File: src/rtl/multu_unit_pkg.sv
// Shared definitions for the multu_unit HI/LO multiplier: FSM state encodings,
// the default operand width and the funct codes shared with the ALU control decoder.
package multu_unit_pkg;

    localparam int WIDTH_DEF = 32;

    localparam logic [5:0] F_multu = 6'h19;
    localparam logic [5:0] F_mfhi  = 6'h10;
    localparam logic [5:0] F_mflo  = 6'h12;

    typedef enum logic [1:0] {
        ST_IDLE = 2'd0,
        ST_BUSY = 2'd1,
        ST_DONE = 2'd2
    } state_t;

endpackage

File: src/rtl/multu_unit_if.sv
// Handshake and operand/result bundle between the pipeline control and multu_unit.
interface multu_unit_if #(parameter int WIDTH = multu_unit_pkg::WIDTH_DEF);

    logic             start;
    logic [WIDTH-1:0] a;
    logic [WIDTH-1:0] b;
    logic             busy;
    logic             done;
    logic [WIDTH-1:0] hi;
    logic [WIDTH-1:0] lo;

    modport master (output start, output a, output b,
                    input busy, input done, input hi, input lo);
    modport slave  (input start, input a, input b,
                    output busy, output done, output hi, output lo);

endinterface

File: src/rtl/multu_dp.sv
// Shift-add datapath for multu_unit: multiplicand/multiplier/product registers,
// the adder, and the HI/LO result registers. With MULTU_EARLY_EXIT_EN it also reports mplier == 0.
module multu_dp #(
    parameter int WIDTH = 32
) (
    input  logic             clk,
    input  logic             rst,
    input  logic             load,
    input  logic             step,
    input  logic             commit,
    input  logic [WIDTH-1:0] a,
    input  logic [WIDTH-1:0] b,
`ifdef MULTU_EARLY_EXIT_EN
    output logic             mplier_zero,
`endif
    output logic [WIDTH-1:0] hi,
    output logic [WIDTH-1:0] lo
);

    logic [2*WIDTH-1:0] mcand_r;
    logic [WIDTH-1:0]   mplier_r;
    logic [2*WIDTH-1:0] prod_r;
    logic [2*WIDTH-1:0] prod_next_s;
    logic [WIDTH-1:0]   hi_r;
    logic [WIDTH-1:0]   lo_r;

    // Conditional add of the shifted multiplicand for the current multiplier bit.
    always_comb begin
        prod_next_s = prod_r;
        if (mplier_r[0]) begin
            prod_next_s = prod_r + mcand_r;
        end else begin
            prod_next_s = prod_r;
        end
    end

    // Operand load, per-iteration shift/accumulate and result commit.
    always_ff @(posedge clk) begin
        if (rst) begin
            mcand_r  <= {(2*WIDTH){1'b0}};
            mplier_r <= {WIDTH{1'b0}};
            prod_r   <= {(2*WIDTH){1'b0}};
            hi_r     <= {WIDTH{1'b0}};
            lo_r     <= {WIDTH{1'b0}};
        end else begin
            if (load) begin
                mcand_r  <= {{WIDTH{1'b0}}, a};
                mplier_r <= b;
                prod_r   <= {(2*WIDTH){1'b0}};
            end else if (step) begin
                mcand_r  <= mcand_r << 1;
                mplier_r <= mplier_r >> 1;
                prod_r   <= prod_next_s;
            end
            // When committing on an exhausted multiplier no add happens, so prod_next equals prod.
            if (commit) begin
                hi_r <= prod_next_s[2*WIDTH-1:WIDTH];
                lo_r <= prod_next_s[WIDTH-1:0];
            end
        end
    end

`ifdef MULTU_EARLY_EXIT_EN
    assign mplier_zero = (mplier_r == {WIDTH{1'b0}});
`endif
    assign hi = hi_r;
    assign lo = lo_r;

endmodule

File: src/rtl/multu_unit.sv
// Sequential unsigned multiplier (MIPS multu) owning HI/LO, one multiplier bit per cycle.
// Optional feature macro: MULTU_EARLY_EXIT_EN finishes as soon as the remaining multiplier is zero.
module multu_unit
    import multu_unit_pkg::*;
#(
    parameter int WIDTH = WIDTH_DEF,
    parameter int CNT_W = 6
) (
    input  logic          clk,
    input  logic          rst,
    multu_unit_if.slave   bus
);

    state_t           state_r;
    state_t           state_next_s;
    logic [CNT_W-1:0] cnt_r;
    logic [CNT_W-1:0] cnt_next_s;
    logic             busy_r;
    logic             done_r;
    logic             load_s;
    logic             step_s;
    logic             commit_s;
    logic [WIDTH-1:0] hi_s;
    logic [WIDTH-1:0] lo_s;
`ifdef MULTU_EARLY_EXIT_EN
    logic             mplier_zero_s;
`endif

    multu_dp #(.WIDTH(WIDTH)) u_dp (
        .clk         (clk),
        .rst         (rst),
        .load        (load_s),
        .step        (step_s),
        .commit      (commit_s),
        .a           (bus.a),
        .b           (bus.b),
`ifdef MULTU_EARLY_EXIT_EN
        .mplier_zero (mplier_zero_s),
`endif
        .hi          (hi_s),
        .lo          (lo_s)
    );

    // Next-state, counter and datapath strobes.
    always_comb begin
        state_next_s = state_r;
        cnt_next_s   = cnt_r;
        load_s       = 1'b0;
        step_s       = 1'b0;
        commit_s     = 1'b0;
        case (state_r)
            ST_IDLE, ST_DONE: begin
                if (bus.start) begin
                    load_s       = 1'b1;
                    cnt_next_s   = {CNT_W{1'b0}};
                    state_next_s = ST_BUSY;
                end else begin
                    state_next_s = ST_IDLE;
                end
            end
            ST_BUSY: begin
`ifdef MULTU_EARLY_EXIT_EN
                if (mplier_zero_s) begin
                    commit_s     = 1'b1;
                    state_next_s = ST_DONE;
                end else begin
                    step_s     = 1'b1;
                    cnt_next_s = cnt_r + {{(CNT_W-1){1'b0}}, 1'b1};
                    if (cnt_r == CNT_W'(WIDTH-1)) begin
                        commit_s     = 1'b1;
                        state_next_s = ST_DONE;
                    end else begin
                        state_next_s = ST_BUSY;
                    end
                end
`else
                step_s     = 1'b1;
                cnt_next_s = cnt_r + {{(CNT_W-1){1'b0}}, 1'b1};
                if (cnt_r == CNT_W'(WIDTH-1)) begin
                    commit_s     = 1'b1;
                    state_next_s = ST_DONE;
                end else begin
                    state_next_s = ST_BUSY;
                end
`endif
            end
            default: begin
                state_next_s = ST_IDLE;
            end
        endcase
    end

    // State, counter and registered busy/done flags (flags track the next state).
    always_ff @(posedge clk) begin
        if (rst) begin
            state_r <= ST_IDLE;
            cnt_r   <= {CNT_W{1'b0}};
            busy_r  <= 1'b0;
            done_r  <= 1'b0;
        end else begin
            state_r <= state_next_s;
            cnt_r   <= cnt_next_s;
            busy_r  <= (state_next_s == ST_BUSY);
            done_r  <= (state_next_s == ST_DONE);
        end
    end

    assign bus.busy = busy_r;
    assign bus.done = done_r;
    assign bus.hi   = hi_s;
    assign bus.lo   = lo_s;

endmodule

File: src/flat_wrapper.sv
// flat-port wrapper written by rule: the top's interface ports become plain ports
module multu_unit_flat import multu_unit_pkg::*;
#(
    parameter int WIDTH = WIDTH_DEF,
    parameter int CNT_W = 6
)
  (clk, rst, bus_start, bus_a, bus_b, bus_busy, bus_done, bus_hi, bus_lo);
  multu_unit_if #(.WIDTH(WIDTH)) bus_i ();
  input  logic clk;
  input  logic rst;
  input wire logic [$bits(bus_i.start)-1:0] bus_start;
  input wire logic [$bits(bus_i.a)-1:0] bus_a;
  input wire logic [$bits(bus_i.b)-1:0] bus_b;
  output wire logic [$bits(bus_i.busy)-1:0] bus_busy;
  output wire logic [$bits(bus_i.done)-1:0] bus_done;
  output wire logic [$bits(bus_i.hi)-1:0] bus_hi;
  output wire logic [$bits(bus_i.lo)-1:0] bus_lo;
  assign bus_i.start = bus_start;
  assign bus_i.a = bus_a;
  assign bus_i.b = bus_b;
  assign bus_busy = bus_i.busy;
  assign bus_done = bus_i.done;
  assign bus_hi = bus_i.hi;
  assign bus_lo = bus_i.lo;
  multu_unit #(.WIDTH(WIDTH), .CNT_W(CNT_W)) u_core (.clk(clk), .rst(rst), .bus(bus_i));
endmodule
File: config.mk
export PLATFORM = sky130hd
export DESIGN_NAME = multu_unit_flat
export DESIGN_NICKNAME = d
export VERILOG_FILES = /design/src/rtl/multu_unit_pkg.sv /design/src/rtl/multu_unit_if.sv /design/src/rtl/multu_dp.sv /design/src/rtl/multu_unit.sv /design/src/flat_wrapper.sv
export SDC_FILE = /design/constraint.sdc
export NUM_CORES = 1
export LEC_CHECK = 0
export CORE_MARGIN = 4
export CORE_UTILIZATION = 40
export CTS_CLUSTER_DIAMETER = 100
export DETAILED_ROUTE_END_ITERATION = 16
export GPL_TIMING_DRIVEN = 0
export PLACE_DENSITY = 0.67
export SETUP_SLACK_MARGIN = 0.05
export SLEW_MARGIN = 20
export SYNTH_ARGS = -nofsm -noshare
export SYNTH_HDL_FRONTEND = slang
export SYNTH_SLANG_ARGS = --single-unit
File: constraint.sdc
create_clock -name clk -period 4 [get_ports clk]
set_input_delay 0.4 -clock clk [delete_from_list [all_inputs] [get_ports clk]]
set_output_delay 0.4 -clock clk [all_outputs]
set_load 0.1 [all_outputs]
==> results.md, run 1 <==
- Routed WL: ~44,000 microns
- Yosys reg bits: between 200 and 250
- Slew Limit Fails: 0
- Critical path required time: between 4000 and 5000 ps
- IO Count: 133
- Initial antenna violation count: 0
- Slew Limit Headroom: 28.6%
- Die ar.: 35,200 sq um
- Worst VDD drop: 289 uV
- Placed wire-length estimate: 33,400 microns
- Mapped Cells: 1,694
- Rows: 65
- CTS tree: done
- Fin Setup TNS: 0 ps
- Hold Buf Count CTS: 0
- # setup viols final: 0
- Core area: 31,600 sq um
- Nets: 1,987
- WL/cell: 19.4 microns
- F_max: 271 MHz
- Fin crit period: 3690 ps
- Crit share post-route: 92.3%
- EDFF count, synth: 0
- Post-route cell area: 15,600 sq um
- Arrival time at the worst endpoint: 4120 ps
- First-pass GRT wire length: 68,700 microns
- First-pass DRT Iterations: 8
- Pin count of the biggest net entering global routing: 13
- Clock-pin slew on the worst setup and hold paths: 60 ps
- RSZ-0062 raised after global routing: no
- CTS H-tree lvls: 1
- Leakage: roughly 5.8 nW
- Die X: approximately 190 microns
- Iter 0 DRT Violations: 1,118
- Syn Nets: 1,826
- Initial Util: 40.7%
- Vias in the first global route: ~12k
- Outcome: finished clean
- Maxcap violations: 0
- Synth warn: 0
- Hold WC Path Type: in2reg
- Final Wtd Congestion: 0.952
- N_diodes: 0
- Post-DP Area: 14,700 sq um
- Pwr Density: between 300 and 400 nW/um^2
- Register area share after synthesis: a little over a third
- Layout cells sized above 1: 3.36%
- Via density: approximately 5.7
- Tot GR Track Use: 24.0%
- Worst-margin pin slew: 1070 ps
- PortBufs: ~130
- Crit Path Class: reg2reg
- Library cells used by synthesis: 69
- ANT nets after route: 0
- Buffer levels on the longest clock path: 3
- Final Skew: about 18 ps
- P&R area growth vs syn: 21.2%
- CP endpoint kind: flip-flop
- Crit Path Max Fanout: 4
- Asr flop ratio synth: 0%
- # clock sinks: 234
- Fin. Hold Viols: 0
- DR vias: about 13k
- Root Driver: clkbuf_16
- Clk Latency, worst-skew pair: roughly 550 ps
- Cell Area, Synth: 12,900 sq um
- Avg Inst Size Synth: 7.61 sq um
- Congestion Overflow GR: 0
- Die Span Y: 188 microns
- Critical path startpoint category: flip-flop
- Ys flop type: dfxtp_1
- Num CTS Buffers: 26
- Drc violations: 0
-- final timing paths --
check	start	end	slack [ps]	depth (start not counted)
setup / recovery	u_core.u_dp.mcand_r[0]	u_core.u_dp.hi[28]	310	13
hold / removal	bus_b[0]	u_core.u_dp.mplier_r[0]	450	3
setup reg to reg	u_core.u_dp.mcand_r[0]	u_core.u_dp.hi[28]	310	13
hold reg to reg	u_core.u_dp.mcand_r[40]	u_core.u_dp.mcand_r[41]	480	2
-- cell usage in the layout, fill, tap and decap left out, types with 4 or more instances in the layout --
cell type and n:
nand2_1 353, ha_1 64, o21bai_1 13, o21ai_1 7, a22o_1 6, inv_1 20, a211oi_1 63, nor3_1 22
a21oi_1 204, buf_1 5, a311oi_1 63, nor2b_1 12, dfxtp_1 234, clkbuf_8 7, and3_1 7, nand3_1 15
o21ai_0 65, a31oi_1 6, xor2_1 25, clkbuf_1 112, a21o_1 35, or3_1 4, nor4_1 5, clkdlybuf4s50_1 132
clkbuf_16 27, nand4_1 16, nand2b_1 9, mux2i_1 30, o21a_1 12, xnor2_1 33, nor2_1 204
-- power breakdown --
| group | switching [W] | internal [W] |
|---|---|---|
| sequential | 0.0000630 | 0.00241 |
| combinational | 0.000457 | 0.000239 |
| clock | 0.000995 | 0.00149 |
-- what timing repair did --
action / in CTS / in global routing
buffers inserted: 0 / 0
setup endpoints to repair: 0 / 4
gates resized for setup: 0 / 1
endpoints found under the hold margin: 0 / 0
-- area by class of cell --
cell class                 count  area, sq um
buffer                       111          420
clock buffer                  43          806
clock inverter                 5         77.6
fill                        3140        16000
inverter                      20         75.1
multi-input combinational   1329         7720
sequential                   234         4680
tap                          402          503
timing repair buffer         133         1330
-- synthesized netlist by cell type, types with 2 or more instances --
master / number / area (sq um)
nand3_1: 15 / 75.1
mux2i_1: 30 / 300
nand2_1: 353 / 1330
o21ai_1: 7 / 35.0
a31oi_1: 6 / 37.5
nor3_1: 23 / 115
nor4_2: 2 / 25.0
a21oi_1: 204 / 1020
xor2_1: 25 / 219
a22o_1: 6 / 52.6
a211oi_2: 2 / 25.0
or3_1: 4 / 25.0
mux2_2: 2 / 22.5
a2111oi_1: 2 / 20.0
a211o_1: 2 / 17.5
buf_2: 2 / 10.0
a21o_1: 35 / 263
nand2b_1: 9 / 56.3
ha_1: 64 / 801
o21ai_0: 65 / 325
nor4_1: 5 / 31.3
and3_1: 7 / 43.8
nand4_1: 16 / 100
a211oi_1: 63 / 473
o21a_1: 12 / 90.1
a221oi_1: 3 / 26.3
clkbuf_1: 103 / 387
inv_1: 20 / 75.1
xnor2_1: 33 / 289
a221o_1: 2 / 20.0
dfxtp_1: 234 / 4680
nor2b_1: 12 / 75.1
o211ai_1: 2 / 15.0
o211ai_2: 2 / 25.0
buf_1: 5 / 18.8
nor2_1: 204 / 766
o22ai_1: 3 / 18.8
and2_1: 3 / 18.8
a311oi_1: 63 / 552
o21bai_1: 13 / 97.6
a22oi_1: 2 / 15.0
o31ai_1: 2 / 15.0
-- worst max-delay path, stage by stage (launching register included) --
cell	delay, ps
dfxtp_1	380
ha_1	270
fa_1	420
a21oi_1	220
nand3b_4	190
a31oi_4	120
a32oi_2	370
a21oi_1	220
o21a_1	270
nor2_2	250
o21ai_1	200
a211oi_1	310
xnor2_1	130
a41o_1	230
-- state kept, by name, indices dropped and copies added, names as in the netlist, 2 cells and up --
name	cells
u_core.cnt_r	6
u_core.state_r	2
u_core.u_dp.hi	32
u_core.u_dp.lo	32
u_core.u_dp.mcand_r	64
u_core.u_dp.mplier_r	32
u_core.u_dp.prod_r	64
-- through the flow --
step	instances	total power, W	hold slack, ps	util, %	setup slack [ps]
floorplan	1694	0.00293	448	-	1030
global placement	2228	0.00319	458	46.5	45.6
detailed placement	2229	0.00320	467	46.6	250
CTS	2277	0.00568	435	49.3	205
global route	2277	0.00585	445	49.4	31.4
finish	2277	0.00566	450	49.4	308
-- kinds of logic (layout without fill, tap and decap cells) --
group                      count (synthesis)  after routing  share of synthesized area, %
and+or+nand+nor                          662            662                          21.3
buffers and inverters                    131            312                          3.84
DFF                                      234            234                          36.3
muxes                                     32             32                          2.50
xor gates and xnor gates                  58             58                          3.94
adders and majority gates                 65             65                          6.37
AOI/OAI and AO/OA                        512            512                          25.7
-- metal layers --
metal / routed length (microns) / up-vias / global-route usage [%]
li1: - / 6324 / -
met1: 20300 / 6163 / 34.2
met2: 19100 / 433 / 37.3
met3: 3220 / 80 / 4.15
met4: 1480 / 0 / 7.54
met5: 0 / - / 0
No activity file was read; power rests on OpenSTA's default activity.
==> run 2: changes to the inputs <==
Settings changed: ABC_CLOCK_PERIOD_IN_PS set to 4000, PLACE_DENSITY 0.67 to 0.66, SYNTH_HIERARCHICAL set to 1.
==> run 2 against run 1 <==
Compared with the run above: clock skew is 17 ps higher; highest routed layer unchanged; worst setup slack worse by 160 ps; sequential share of layout area is 1.2 points lower.
==> results.md, run 2 <==
- Mapped Cells: 1,668
- IO Count: 133
- Nets: 1,960
- # clock sinks: 234
- First-pass DRT Iterations: 5
- Iter 0 DRT Violations: 1,087
- Rows: 66
- Layout Cells excl Fill: 2,289
- Fill cells: 3,241
- Top cells by area, synth: dfxtp_1, mux2i_1, nor2_1
- Cell with the most instances after synthesis: nor2_1
- Register area share after synthesis: 34.8%
- Clock-pin slew on the worst setup and hold paths: around 60 ps
- Fin Setup TNS: 0 ps
- PortBufs: 132
- CTS tree: done
- Worst VDD drop: 309 uV
- Placed wire-length estimate: 34,100 microns
- Die ar.: 36,600 sq um
- Asr flop ratio synth: 0%
- Hold WC Path Type: in2reg
- Maxcap violations: 0
- Number of setup buffers added after CTS: 0
- EDFF count, synth: 0
- Num CTS Buffers: 26
- F_max: 260 MHz
- Critical path required time: 4380 ps
- Most frequent cells in the layout: nor2_1, dfxtp_1, a21oi_1
- Final Skew: 34.6 ps
- Routed WL: 46,000 microns
- Ys flop type: dfxtp_1
- Largest regs: u_core/u_dp/mcand_r (64), u_core/u_dp/prod_r (64)
- Root Driver: clkbuf_16
- Post-synthesis compound-gate area fraction: 22.3%
- Cell count after placement: 2,242
- N_diodes: 0
- # setup viols final: 0
- Layout cells sized above 1: 4.39%
- Vias in the first global route: 12.3k
- Congestion Overflow GR: 0
- Fin crit period: 3850 ps
- Hold Buf Count CTS: 0
- Via density: between 5 and 6
- Post-Synth Adder-Cell Area: 6.10%
- Final core occ: 49.5%
- RSZ-0062 raised after global routing: no
- Core area: 32,900 sq um
- Die X: 191 microns
- Buffer levels on the longest clock path: 3
- Crit Path Max Fanout: 4
- Outcome: finished clean
- Slew Limit Fails: 0
- CP endpoint kind: flip-flop
- Critical path startpoint category: flip-flop
- Library cells used by synthesis: 80
- Slew Limit Headroom: 23.6%
- Drc violations: 0
- P&R area growth vs syn: 20.9%
- ANT nets after route: 0
- Pin count of the biggest net entering global routing: 14
- Largest family of logic cells by synthesized area: compound AO/OA/AOI/OAI gates
- DR vias: 13.1k
- Crit Path Class: reg2reg
- Most common cell after layout, fill and taps aside: nor2_1
- Dominant cell type by area after synthesis: dfxtp_1
- Die Span Y: about 190 microns
- Post-synth top cells: nor2_1, dfxtp_1, a21oi_1
- Initial Util: 40.9%
- Leakage: 6.11 nW
- Crit share post-route: 96.2%
- Post-synthesis xor/xnor area fraction: under 10%
- Fin. Hold Viols: 0
- Quantity of gates resized following cts: 0
- Syn Nets: 1,800
- WL/cell: 20.1 microns
- Cell Area, Synth: 13,400 sq um
- First-pass GRT wire length: between 60,000 and 70,000 microns
- Tot GR Track Use: 24.1%
- Synth warn: 6
- Worst-margin pin slew: 1140 ps
- Post-synthesis mux area share: 10.4%
- Yosys reg bits: 234
- Post-synth top area share: 34.8%
- Pwr Density: 353 nW/um^2
- Initial antenna violation count: 0
- CTS H-tree lvls: 1
- Arrival time at the worst endpoint: 4230 ps
- Avg Inst Size Synth: 8.06 sq um
- Clk Latency, worst-skew pair: 560 ps
- Post-synthesis simple-gate area fraction: 18.9%
- Final Wtd Congestion: about 0.96
run 2: per-layer routing:
metal  track usage, %  wire (microns)
met3             3.69            3160
met5                0               0
met4             7.15            1430
met2             38.1           20200
met1             34.1           21200
run 2: worst paths after layout:
path / startpoint / endpoint / slack, ps / cells past startpoint
max: u_core/u_dp/mcand_r[0] / u_core/u_dp/lo[28] / 150 / 11
min: bus_b[26] / u_core/u_dp/mplier_r[26] / 460 / 3
max reg2reg: u_core/u_dp/mcand_r[0] / u_core/u_dp/lo[28] / 150 / 11
min reg2reg: u_core/u_dp/hi[20] / u_core/u_dp/hi[20] / 480 / 2
run 2: area by class of cell:
| cell class | instances | area, sq um | area share, % |
|---|---|---|---|
| multi-input cells | 1292 | 8170 | 50.3 |
| flip-flops and latches | 234 | 4680 | 28.8 |
| repair buffers | 132 | 1320 | 8.13 |
| clock buffers | 33 | 717 | 4.41 |
| well taps | 442 | 553 | 3.40 |
| plain buffers | 113 | 484 | 2.98 |
| clock inverters | 14 | 218 | 1.34 |
| inverters | 29 | 109 | 0.670 |
run 2: power by group:
part	internal (W)	leakage (nW)	switching, W
Clock	0.00159	0.463	0.00103
Combinational	0.000253	3.75	0.000411
Sequential	0.00239	1.90	0.0000480
Total	0.00424	6.11	0.00149
run 2: critical path: stages (launching register included):
cell and delay, ps:
dfxtp_1 340, ha_1 260, fa_1 420, a21o_1 230, a31o_2 290, a32oi_1 230
a21oi_1 160, o41ai_2 780, o21ai_0 270, xor2_1 210, mux2i_1 340, a211oi_1 130
run 2: logic make-up after synthesis:
kind of cell,after synthesis
compound gates,477
xor+xnor,47
fa+ha+maj,65
buf+inv,142
flops,234
mux,140
simple gates,563
run 2: stage by stage:
stage / hold slack [ps] / setup slack, ps / power, W / area, sq um
after floorplan: 445 / 1060 / 0.00290 / 13400
after global routing: 472 / 50.6 / 0.00593 / 16300
after global placement: 461 / 312 / 0.00313 / 15300
after detailed placement: 464 / 309 / 0.00314 / 15300
after CTS: 442 / 262 / 0.00578 / 16300
final: 456 / 151 / 0.00573 / 16300
==> run 3: changes to the inputs <==
Settings changed: CORE_UTILIZATION 40 to 58, HOLD_SLACK_MARGIN set to 0.12, PLACE_DENSITY 0.66 to 0.88.
==> run 3 against run 2 <==
Compared with the run above: sequential cell count unchanged; via count increased by 2.3%; clock power decreased by 5%; final area decreased by 1.4%; hold slack improved by 12 ps; count of clock-buffer cells in the layout increased by 3; power decreased by 2.3%; largest cell class unchanged; largest power group unchanged.
==> results.md, run 3 (same netlist as run 2, synthesis figures left out) <==
- Iter 0 DRT Violations: 1,246
- Arrival time at the worst endpoint: 4090 ps
- Rows: 55
- Crit Path Max Fanout: 4
- Gate power share: 11.9%
- Number of setup buffers added after CTS: 0
- N_diodes: 0
- Fin crit period: ~3700 ps
- CP delay by family, top: compound AO/OA/AOI/OAI gates
- Int Power: roughly 0.0042 W
- Pre-CTS setup slack: 364 ps
- Most frequent cells in the layout: nor2_1, dfxtp_1, a21oi_1
- CP Cell Sequence: ha_1, fa_1, a21o_1, a31o_2, a32oi_1, a21oi_1, o41ai_2, o41ai_1, a211o_1, xnor2_1, a211oi_1
- Placed wire-length estimate: between 30,000 and 40,000 microns
- Congestion Overflow GR: 0
- Crit. path cell count: 11
- DR vias: between 10k and 15k
- P&R area growth vs syn: 19.1%
- Slew Limit Fails: 0
- Critical path startpoint category: flip-flop
- Crit Path Class: reg2reg
- CTS H-tree lvls: 1
- Hold wc startpoint: bus_a[29]
- Clock-pin slew on the worst setup and hold paths: 60 ps
- Crit share post-route: 92.8%
- Clock network fraction of total power: roughly 45%
- Die ar.: 25,700 sq um
- Worst path slowest cell: o41ai_2
- Initial antenna violation count: 0
- Critical path required time: 4380 ps
- Final Skew: 11.5 ps
- Worst setup margin: 286 ps
- Largest regs: u_core/u_dp/mcand_r (64), u_core/u_dp/prod_r (64)
- Endpoint of the worst setup timing path: u_core/u_dp/hi[16]
- ANT nets after route: 0
- Die X: 160 microns
- Clk Latency, worst-skew pair: 540 ps
- Most common cell after layout, fill and taps aside: nor2_1
- Fin Setup TNS: 0 ps
- Vias in the first global route: about 13k
- R2R Setup Slk: 290 ps
- Via density: 6.28
- Fill cells: 1,813
- # setup viols final: 0
- Hold Buf Count CTS: 0
- WP buf/inv: 0
- First-pass GRT wire length: 70,900 microns
- R2R cell count: 11
- Num CTS Buffers: 26
- Root Driver: clkbuf_16
- Outcome: finished clean
- # clock sinks: approximately 230
- CP peak stage delay: 700 ps
- F_max: 269 MHz
- Final Wtd Congestion: between 0.9 and 1
- Area of the multi-input gates: 8170 sq um
- R2R Path End: u_core/u_dp/hi[16]
- First-pass DRT Iterations: 5
- Initial Util: 59.2%
- Worst r2r src: u_core/u_dp/mcand_r[0]
- Drc violations: 0
- Setup crit start: u_core/u_dp/mcand_r[0]
- Core area: 22,700 sq um
- Fin. Hold Viols: 0
- Hold WC Path Type: in2reg
- Psw: around 0.0014 W
- Reg area: between 4000 and 5000 sq um
- Leakage: 6.08 nW
- Routed WL: 45,100 microns
- RSZ-0062 raised after global routing: no
- Slew Limit Headroom: 24.8%
- PortBufs: 132
- CTS tree: done
- Reg power frac: between 40% and 50%
- Die Span Y: approximately 160 microns
- Pwr Density: 350 nW/um^2
- CP endpoint kind: flip-flop
- Nets: 1,960
- Quantity of gates resized following cts: 0
- Tot GR Track Use: 34.0%
- Buffer levels on the longest clock path: 3
- Worst-margin pin slew: approximately 1100 ps
- Hold_ws: ~470 ps
- Net Sw Frac: 25.8%
- Pin count of the biggest net entering global routing: 14
- Hold path depth: 3
- Maxcap violations: 0
- Worst VDD drop: 358 uV
- Layout cells sized above 1: 4.28%
- WL/cell: 21.2 microns
- IO Count: 133
run 3: cell types whose count changed in the layout (fill, tap and decap cells not counted), sizes merged:
cell	before	now
bufinv	5	3
clkbuf	112	115
clkinv	8	3
clkinvlp	0	3
inv	30	29
run 3: how the worst min path moves through the flow:
stage	to	slack (ps)
6_report	u_core/u_dp/mcand_r[29]	470
4_1_cts	u_core/u_dp/mcand_r[29]	450
5_1_grt	u_core/u_dp/mplier_r[28]	480
3_5_place_dp	u_core/u_dp/prod_r[53]	470
3_3_place_gp	u_core/u_dp/prod_r[0]	460
2_1_floorplan	u_core/u_dp/prod_r[48]	440
run 3: area by class of cell:
| type | instances | share of cell area [%] |
|---|---|---|
| Multi-Input combinational cell | 1292 | 51.0 |
| Sequential cell | 234 | 29.2 |
| Timing Repair Buffer | 132 | 8.25 |
| Clock buffer | 36 | 4.74 |
| Buffer | 113 | 3.02 |
| Tap cell | 285 | 2.23 |
| Clock inverter | 9 | 0.820 |
| Inverter | 29 | 0.679 |
run 3: routing by layer:
metal / part of all wire, % / vias up / track usage [%]
li1: - / 6330 / -
met1: 42 / 6333 / 45.6
met2: 45 / 582 / 54.6
met3: 8.6 / 131 / 6.01
met4: 4.6 / 0 / 13.7
met5: 0 / - / 0
run 3: through the flow:
stage	total power, W	std cells	instance area (sq um)	util (%)
floorplan	0.00290	1668	13400	-
global placement	0.00312	2085	15100	66.6
detailed placement	0.00313	2085	15100	66.6
CTS	0.00560	2130	16000	70.5
global route	0.00577	2130	16000	70.5
finish	0.00560	2130	16000	70.5
run 3: power groups by stage:
| stage | Sequential (W) | Combinational [W] | Clock, W |
|---|---|---|---|
| floorplan | 0.00248 | 0.000424 | 0 |
| global placement | 0.00249 | 0.000631 | 0 |
| detailed placement | 0.00249 | 0.000646 | 0 |
| CTS | 0.00244 | 0.000652 | 0.00251 |
| global route | 0.00245 | 0.000717 | 0.00260 |
| finish | 0.00244 | 0.000667 | 0.00249 |
run 3: worst register-to-register path: cells and delay by family, from the launching register on:
| kind | cells | cell delay (ps) |
|---|---|---|
| AOI/OAI and AO/OA | 8 | 2320 |
| adders and majority gates | 2 | 670 |
| DFF | 1 | 340 |
| xor gates and xnor gates | 1 | 220 |
